<file path="src/rtl/fetch_prefetch_pkg.sv">
// fetch_prefetch_pkg: types and constants shared by the fetch front end and decode.
package fetch_prefetch_pkg;

    typedef enum logic [1:0] {PC_NEXT, PC_BRANCH, PC_JUMP, PC_TRAP} pc_mux_e;

    typedef enum logic [1:0] {F_IDLE, F_REQ, F_WAIT} fetch_state_e;

    localparam logic [31:0] NOP_INSTR = 32'h0000_0013;

endpackage

</file>
<file path="src/rtl/fetch_fifo.sv">
// fetch_fifo: synchronous FIFO with flush; head is read straight from storage.
module fetch_fifo #(
    parameter int W     = 64,
    parameter int DEPTH = 4
) (
    input  logic                    clock,
    input  logic                    reset,
    input  logic                    push_i,
    input  logic                    pop_i,
    input  logic                    flush_i,
    input  logic [W-1:0]            wdata_i,
    output logic [W-1:0]            rdata_o,
    output logic [$clog2(DEPTH):0]  count_o,
    output logic                    full_o,
    output logic                    empty_o
);
    localparam int AW = $clog2(DEPTH);

    logic [W-1:0]  mem_q [DEPTH];
    logic [AW-1:0] wptr_q, rptr_q;
    logic [AW:0]   cnt_q;
    logic          wr, rd;

    assign wr      = push_i && !full_o;
    assign rd      = pop_i && !empty_o;
    assign full_o  = cnt_q == (AW+1)'(DEPTH);
    assign empty_o = cnt_q == '0;
    assign count_o = cnt_q;
    assign rdata_o = mem_q[rptr_q];

    always_ff @(posedge clock or posedge reset) begin
        if (reset) begin
            wptr_q <= '0;
            rptr_q <= '0;
            cnt_q  <= '0;
            for (int i = 0; i < DEPTH; i++) mem_q[i] <= '0;
        end else if (flush_i) begin
            wptr_q <= '0;
            rptr_q <= '0;
            cnt_q  <= '0;
        end else begin
            if (wr) mem_q[wptr_q] <= wdata_i;
            wptr_q <= wptr_q + AW'(wr);
            rptr_q <= rptr_q + AW'(rd);
            cnt_q  <= cnt_q + (AW+1)'(wr) - (AW+1)'(rd);
        end
    end

endmodule

</file>
<file path="src/rtl/fetch_prefetch.sv">
// fetch_prefetch: PC sequencer issuing one outstanding instruction read at a time
// into a prefetch FIFO that decode drains via valid/ready.
module fetch_prefetch
    import fetch_prefetch_pkg::*;
#(
    parameter int                ADDR_W   = 32,
    parameter int                DEPTH    = 4,
    parameter logic [ADDR_W-1:0] RESET_PC = '0
) (
    input  logic              clock,
    input  logic              reset,
    input  logic              redirect_ip,
    input  logic [ADDR_W-1:0] redirect_addr_ip,
    output logic              instr_req_op,
    output logic [ADDR_W-1:0] instr_addr_op,
    input  logic              instr_gnt_ip,
    input  logic              instr_rvalid_ip,
    input  logic [31:0]       instr_rdata_ip,
    output logic              dec_valid_op,
    input  logic              dec_ready_ip,
    output logic [31:0]       dec_instr_op,
    output logic [ADDR_W-1:0] dec_pc_op,
    output logic [ADDR_W-1:0] dec_next_pc_op
);
    localparam int                CW   = $clog2(DEPTH) + 1;
    localparam logic [ADDR_W-1:0] FOUR = ADDR_W'(4);

    fetch_state_e      state_q, state_d;
    logic [ADDR_W-1:0] fpc_q, fpc_d, req_addr_q, req_addr_d, target;
    logic              kill_q, kill_d, push, pop, full, empty;
    logic [CW-1:0]     cnt, cnt_nxt;
    logic [ADDR_W+31:0] head;

    assign target         = redirect_addr_ip & ~ADDR_W'(3);
    assign pop            = dec_valid_op && dec_ready_ip;
    assign push           = state_q == F_WAIT && instr_rvalid_ip && !kill_q && !redirect_ip;
    assign cnt_nxt        = cnt - CW'(pop) + CW'(push);
    assign instr_req_op   = state_q == F_REQ;
    assign instr_addr_op  = req_addr_q;
    assign dec_valid_op   = !empty;
    assign dec_pc_op      = head[ADDR_W+31:32];
    assign dec_instr_op   = head[31:0];
    assign dec_next_pc_op = dec_pc_op + FOUR;

    always_comb begin
        state_d    = state_q;
        fpc_d      = fpc_q;
        req_addr_d = req_addr_q;
        kill_d     = kill_q;
        unique case (state_q)
            F_IDLE: state_d = (redirect_ip || !full || pop) ? F_REQ : F_IDLE;
            F_REQ: if (instr_gnt_ip) begin
                state_d = F_WAIT;
                // a redirect seen while stalled already holds the new target in fpc
                fpc_d   = kill_q ? fpc_q : req_addr_q + FOUR;
            end
            F_WAIT: if (instr_rvalid_ip) begin
                state_d = (redirect_ip || cnt_nxt < CW'(DEPTH)) ? F_REQ : F_IDLE;
                kill_d  = 1'b0;
            end
            default: state_d = F_IDLE;
        endcase
        if (redirect_ip) begin
            fpc_d = target;
            if (state_q == F_REQ || (state_q == F_WAIT && !instr_rvalid_ip)) kill_d = 1'b1;
        end
        if (state_d == F_REQ && state_q != F_REQ) req_addr_d = fpc_d;
    end

    always_ff @(posedge clock or posedge reset) begin
        if (reset) begin
            state_q    <= F_IDLE;
            fpc_q      <= RESET_PC;
            req_addr_q <= RESET_PC;
            kill_q     <= 1'b0;
        end else begin
            state_q    <= state_d;
            fpc_q      <= fpc_d;
            req_addr_q <= req_addr_d;
            kill_q     <= kill_d;
        end
    end

    fetch_fifo #(.W(ADDR_W + 32), .DEPTH(DEPTH)) u_fifo (
        .clock   (clock),
        .reset   (reset),
        .push_i  (push),
        .pop_i   (pop),
        .flush_i (redirect_ip),
        .wdata_i ({req_addr_q, instr_rdata_ip}),
        .rdata_o (head),
        .count_o (cnt),
        .full_o  (full),
        .empty_o (empty)
    );

endmodule

</file>
<file path="config.mk">
export PLATFORM = sky130hd
export DESIGN_NAME = fetch_prefetch
export DESIGN_NICKNAME = d
export VERILOG_FILES = /design/src/rtl/fetch_prefetch_pkg.sv /design/src/rtl/fetch_fifo.sv /design/src/rtl/fetch_prefetch.sv
export SDC_FILE = /design/constraint.sdc
export NUM_CORES = 1
export LEC_CHECK = 0
export CORE_ASPECT_RATIO = 2
export CORE_UTILIZATION = 40
export DETAILED_ROUTE_END_ITERATION = 16
export PLACE_DENSITY_LB_ADDON = 0.25
export SETUP_SLACK_MARGIN = 0.5
export SLEW_MARGIN = 30
export SYNTH_ARGS = -nofsm -noshare
export SYNTH_HDL_FRONTEND = slang
export SYNTH_SLANG_ARGS = --single-unit
</file>
<file path="constraint.sdc">
create_clock -name clock -period 11.9 [get_ports clock]
set_clock_uncertainty 0.15 [all_clocks]
set_input_delay 1.19 -clock clock [delete_from_list [all_inputs] [get_ports clock]]
set_output_delay 1.19 -clock clock [all_outputs]
set_load 0.05 [all_outputs]
</file>
==> metrics.md, run 1 <==
| Metric | Value |
|---|---|
| Slew HR | `38.4%` |
| Post-synth EDFFs | `0` |
| WP depth | `8` |
| Fillers | `3,284` |
| Worst setup startpoint | `u_fifo.rptr_q[1]` |
| Synth Area in Compound Gates | `2.96%` |
| DRT iter0 DRCs | `around 380` |
| Port bufs | `~200` |
| Post-Synth Simple-Gate Area | `under 10%` |
| Origin of the critical flop-to-flop path | `u_fifo.count_o[2]` |
| RSZ-0062 raised after global routing | `no` |
| Post-synthesis mux area share | `29.9%` |
| Buf/Inv on CP | `2` |
| Combinational family with the most area after synthesis | `multiplexers` |
| Post-DRT Antenna Nets | `0` |
| DRC Markers | `0` |
| Design Power | `4.20 mW` |
| Overall routing resource usage | `19.5%` |
| Die Y | `279 um` |
| Placed cells | `1,690` |
| Mapped Cells | `1,096` |
| Pre-CTS WS | `6.42 ns` |
| Setup Fix Bufs, Post-CTS | `0` |
| Hold path depth | `1` |
| Design Area, Final | `0.0187 mm2` |
| Distinct cell type count after synthesis | `61` |
| Post-synth top cells | `330 x dfrtp_1, 269 x mux2_2, 59 x mux4_2, 57 x nand2_1, 43 x buf_2` |
| DPL Wire Length | `23,800 um` |
| Core Region | `0.0379 mm2` |
| Startpoint Class | `register` |
| DR vias | `9,419` |
| CTS resizes | `0` |
| Worst Setup EP | `dec_next_pc_op[31]` |
| Final Wtd Congestion | `about 0.76` |
| Synth Area in XOR/XNOR | `under 10%` |
| Syn nets | `~1,200` |
| Most common cell in the netlist | `dfrtp_1` |
| Seq/Total Area, Yosys | `53.7%` |
| DR WL/cell | `21.2 um` |
| Worst Path Arrival | `4.57 ns` |
| Fin worst setup slack | `5.99 ns` |
| CTS tree | `built` |
| Reg clk slew, reported paths | `0.07 ns` |
| Slowest stage delay, CP | `between 0.8 and 0.9 ns` |
| Yosys reg bits | `between 300 and 400` |
| Worst R2R Setup Slack | `around 8 ns` |
| CP max stage cell | `clkdlybuf4s50_1` |
| Mapped Avg Cell Area | `approximately 14 um2` |
| Initial Util | `40.6%` |
| Critical Path RT | `10.56 ns` |
| Post-Synth Adder-Cell Area | `0.699%` |
| Total power density per cell area | `224 mW/mm2` |
| Slew @ Worst Pin | `0.922 ns` |
| Largest net degree at the start of global routing | `approximately 130` |
| Crit-path leading delay family | `buffers and inverters` |
| Share of cells above drive strength 1 | `32.1%` |
| Hold Fails Final Rpt | `0` |
| Area of the multi-input gates | `0.00670 mm2` |
| Peak supply drop | `0.000151 V` |
| Later-pin clock latency in the skew report | `about 0.57 ns` |
| Period utilization | `between 40% and 50%` |
| Pre-Repair DR Iteration Count | `4` |
| Fmax | `169 MHz` |
| Final setup viols | `0` |
| Root Driver | `clkbuf_16` |
| Number of antenna violations at the first check in global routing | `1` |
| Non-filler instance count after layout | `between 1,500 and 2,000` |
| Most common flop cell mapped by yosys | `dfrtp_1` |
| Worst Reg2Reg Path Length in Cells | `11` |
| Area contributors post-synth | `dfrtp_1 54%, mux2_2 20%, mux4_2 8.6%` |
| P_leak | `8.45 nW` |
| Crit Path Max Fanout | `43` |
| Setup TNS | `0 ns` |
| Synthesis-to-finish area growth | `21.8%` |
| Die Width | `141 um` |
| Synth Cell Area | `roughly 0.015 mm2` |
| Fin. max-slew vios | `0` |
| DRT Wirelength | `between 30,000 and 40,000 um` |
| Placed Area | `0.0177 mm2` |
| Crit-path cells | `buf_4 > mux4_1 > nand3_1 > nor4_1 > and2_2 > nand4_1 > xnor2_1 > clkdlybuf4s50_1` |
| GRT overflow | `0` |
| Max_cap viols | `0` |
| CP Class | `reg -> out` |
| Yosys top cell area share | `53.7%` |
| # clock sinks | `330` |
| Num rows | `101` |
| Yosys top cell by area | `dfrtp_1` |
| H-tree depth | `1` |
| Critical Path Sink Type | `output pin` |
| Outcome | `complete, no violations` |
| Sequential cell area | `0.00827 mm2` |
| Inserted Clock Buffers | `30` |
| Vias in the first global route | `~10,000` |
| Async SR Flop Fraction | `100%` |
| Worst R2R End | `instr_addr_op[31]` |
| Final net count | `1,337` |
| Global-route wire length before repair | `58,700 um` |
| Via-to-Cell Ratio | `approximately 5.4` |
| Cts hold-fix bufs | `0` |
| IO Pins | `200` |
| Worst min path class | `reg -> reg` |
| Die area | `0.0393 mm2` |
| Final min period | `approximately 6 ns` |
| CTS max path bufs | `3` |
| Ys Warns | `0` |
-- metal layers --
| layer | share of wire [%] | wire length, um | track usage, % |
|---|---|---|---|
| met5 | 0 | 0 | 0 |
| met4 | 2.3 | 856 | 5.80 |
| met3 | 4.1 | 1510 | 2.50 |
| met2 | 54 | 20000 | 35.9 |
| met1 | 39 | 14600 | 23.5 |
-- logic make-up (layout without fill, tap and decap cells) --
| logic type | after synthesis | count (layout) |
|---|---|---|
| simple gates | 187 | 187 |
| flops | 330 | 330 |
| other cells | 0 | 1 |
| buf+inv | 93 | 278 |
| fa+ha+maj | 8 | 8 |
| xor+xnor | 59 | 59 |
| mux | 344 | 344 |
| compound gates | 75 | 75 |
-- power by group --
| group | total [mW] | switching (mW) | internal [mW] |
|---|---|---|---|
| Combinational | 1.68 | 1.03 | 0.652 |
| Clock | 1.01 | 0.427 | 0.584 |
| Sequential | 1.51 | 0.227 | 1.28 |
| Total | 4.20 | 1.68 | 2.51 |
-- final cells by class --
cell class                      instances  area share, %
Clock buffer                           43           4.75
Clock inverter                         11          0.741
Timing Repair Buffer                  211           11.2
Sequential cell                       330           44.1
Tap cell                              463           3.09
Multi-Input combinational cell        673           35.7
Antenna cell                            1         0.0134
Inverter                               13          0.327
-- cells in the final DEF, fill, tap and decap left out, types with 20 or more instances in the layout --
cell type / Yosys / routed
a21oi_1: 24 / 24
clkbuf_16: 0 / 31
clkdlybuf4s50_1: 0 / 196
dfrtp_1: 330 / 328
mux2_2: 269 / 269
mux4_2: 59 / 59
nand2_1: 57 / 57
nand3_1: 22 / 21
nor2_1: 39 / 39
o21ai_0: 27 / 27
xnor2_1: 39 / 39
xor2_1: 20 / 20
-- flip-flops by register name (all words and copies together) (netlist names) --
name and cells:
u_fifo.mem_q 256, fpc_q 32, instr_addr_op 32, u_fifo.count_o 3
state_q 2, u_fifo.rptr_q 2, u_fifo.wptr_q 2, kill_q 1
-- metrics by stage --
step / utilization [%] / hold WS [ns]
2_1_floorplan: - / 0.292
3_3_place_gp: 46.6 / 0.307
3_5_place_dp: 46.7 / 0.324
4_1_cts: 49.4 / 0.340
5_1_grt: 49.4 / 0.354
6_report: 49.4 / 0.335
-- worst min path at each step --
stage	start	endpoint	slack, ns
3_5_place_dp	u_fifo.mem_q[126]	u_fifo.mem_q[126]	0.32
2_1_floorplan	u_fifo.mem_q[113]	u_fifo.mem_q[113]	0.29
4_1_cts	u_fifo.mem_q[126]	u_fifo.mem_q[126]	0.34
3_3_place_gp	u_fifo.mem_q[49]	u_fifo.mem_q[49]	0.31
6_report	u_fifo.mem_q[136]	u_fifo.mem_q[136]	0.34
5_1_grt	u_fifo.mem_q[49]	u_fifo.mem_q[49]	0.35
No activity file was read; power rests on OpenSTA's default activity.
==> inputs of run 2 (changes only) <==
- clock period: 11.9 -> 5.8 ns (I/O delays scaled with it)
==> run 2 against run 1 <==
First-iteration DRC count is 10% lower. Worst hold slack worse by 0.076 ns. Final cell count grew 0.29%. Power rose by 110%. Non-clock buffer count increased by 5. Register-to-register slack worse by 5.7 ns. Core utilization is 0.20 points higher. Clock power up 110%. Via count rose by 0.33%. Sequential share of layout area fell by 0.18 points. Routed wire length up 0.82%. Critical path type unchanged. Highest routed layer is now met5.
==> metrics.md, run 2 (synthesized netlist as in run 1, its figures left out) <==
| Metric | Value |
|---|---|
| Via-to-Cell Ratio | `5.40 (about the same)` |
| Top reg by flops | `u_fifo.mem_q` |
| Largest register FFs | `256 (unchanged)` |
| Share of cells above drive strength 1 | `32.4% (+0.29 points)` |
| Final setup viols | `0 (unchanged)` |
| Initial Util | `40.6% (unchanged)` |
| RSZ-0062 raised after global routing | `no` |
| Later-pin clock latency in the skew report | `0.57 ns (about the same)` |
| Total power density per cell area | `460 mW/mm2 (+110%)` |
| Pre-Repair DR Iteration Count | `5 (+1)` |
| Non-filler instance count after layout | `1,750 (+0.29%)` |
| Outcome | `complete, no violations` |
| Startpoint Class | `register` |
| Num rows | `101 (unchanged)` |
| Vias in the first global route | `10,100 (+0.97%)` |
| Post-DRT Antenna Nets | `0 (unchanged)` |
| Fmax | `around 200 MHz` |
| # clock sinks | `330 (unchanged)` |
| Root Driver | `clkbuf_16` |
| DRT Wirelength | `37,200 um (+0.82%)` |
| Core Region | `0.0379 mm2 (unchanged)` |
| Worst Path Arrival | `4.20 ns (-0.37 ns)` |
| Placed Area | `0.0177 mm2 (+0.11%)` |
| CTS tree | `built` |
| Design Power | `8.66 mW (+110%)` |
| Hold Fails Final Rpt | `0 (unchanged)` |
| Max_cap viols | `0 (unchanged)` |
| Critical Path Sink Type | `output pin` |
| DR WL/cell | `21.3 um (+0.53%)` |
| Critical Path RT | `5.07 ns (-5.49 ns)` |
| Synthesis-to-finish area growth | `22.3%` |
| Die Width | `141 um (unchanged)` |
| Final net count | `1,342 (+0.37%)` |
| Most common cell after layout, fill and taps aside | `dfrtp_1` |
| Number of antenna violations at the first check in global routing | `3 (+2)` |
| Reg clk slew, reported paths | `0.07 ns (about the same)` |
| DR vias | `9,450 (+0.33%)` |
| Worst R2R Setup Slack | `2.50 ns (-5.68 ns)` |
| Largest net degree at the start of global routing | `133 (+0.76%)` |
| Overall routing resource usage | `19.5% (about the same)` |
| DPL Wire Length | `24,600 um (+3.3%)` |
| Slew HR | `41.1% (+2.8 points)` |
| Crit Path Max Fanout | `26 (-40%)` |
| Commonest cells after routing, fill and taps aside | `328 x dfrtp_1, 269 x mux2_2, 196 x clkdlybuf4s50_1` |
| Design Area, Final | `0.0188 mm2 (+0.41%)` |
| Cts hold-fix bufs | `0 (unchanged)` |
| Setup TNS | `0 ns (unchanged)` |
| GRT overflow | `0 (unchanged)` |
| Fin. max-slew vios | `0 (unchanged)` |
| DRC Markers | `0 (unchanged)` |
| P_leak | `8.49 nW (+0.47%)` |
| H-tree depth | `1 (unchanged)` |
| DRT iter0 DRCs | `344 (-10%)` |
| Hold_ws | `0.259 ns (-0.0763 ns)` |
| Final Wtd Congestion | `0.770 (+0.93%)` |
| IO Pins | `200 (unchanged)` |
| Final min period | `4.93 ns` |
| Port bufs | `197 (unchanged)` |
| Die area | `0.0393 mm2 (unchanged)` |
| Inserted Clock Buffers | `30 (unchanged)` |
| Period utilization | `85.0%` |
| Slew @ Worst Pin | `0.881 ns (-0.0418 ns)` |
| Worst min path class | `in -> async` |
| CTS max path bufs | `3 (unchanged)` |
| Die Y | `279 um (unchanged)` |
| Global-route wire length before repair | `58,500 um (-0.43%)` |
| Peak supply drop | `0.000245 V (+63%)` |
| Placed cells | `1,693 (+0.18%)` |
| CP Class | `reg -> out` |
-- run 2: through the flow --
stage	utilization (%)	setup WS [ns]
4_1_cts	49.5	0.508
3_5_place_dp	46.8	1.14
5_1_grt	49.6	0.643
3_3_place_gp	46.8	1.18
2_1_floorplan	-	0.663
6_report	49.6	0.871
-- run 2: path summary, 6_finish.rpt --
path,startpoint,endpoint,depth (start not counted)
worst max-delay path,u_fifo.rptr_q[0],dec_next_pc_op[31],8
worst min-delay path,reset,u_fifo.mem_q[112],2
worst max register to register,u_fifo.count_o[2],instr_addr_op[31],11
worst min register to register,u_fifo.mem_q[113],u_fifo.mem_q[113],2
max in group asynchronous,reset,u_fifo.rptr_q[0],3
min in group clock,u_fifo.mem_q[113],u_fifo.mem_q[113],2
-- run 2: layer usage --
layer / track usage, % / wire (um) / vias to the layer above
met5: 0 / 9 / -
met4: 7.89 / 1370 / 2
met3: 2.74 / 1440 / 65
met2: 36.8 / 20400 / 188
met1: 21.7 / 14000 / 4921
li1: - / - / 4274
-- run 2: critical path, stage by stage (launching register included) --
cell and delay (ns):
dfrtp_4 0.73, buf_4 0.51, mux4_1 0.34, nand3_1 0.24
nor4_1 0.43, and2_2 0.27, nand4_1 0.13, xnor2_1 0.14
clkdlybuf4s50_1 0.82
-- run 2: area by class of cell --
type | count | area [um2]
Antenna cell | 2 | 5.00
Clock buffer | 44 | 915
Clock inverter | 9 | 130
Fill cell | 3302 | 19100
Inverter | 13 | 52.6
Multi-Input combinational cell | 673 | 6700
Sequential cell | 330 | 8270
Tap cell | 463 | 579
Timing Repair Buffer | 216 | 2180
-- run 2: repair_timing --
item / in CTS / in global routing
endpoints found under the setup margin: 0 / 7
buffers inserted: 0 / 2
gates resized for setup: 0 / 1
-- run 2: power by group --
group / switching, mW / internal, mW / total [mW]
logic: 2.11 / 1.34 / 3.45
registers: 0.478 / 2.62 / 3.10
clock network: 0.881 / 1.22 / 2.10
total: 3.47 / 5.19 / 8.66
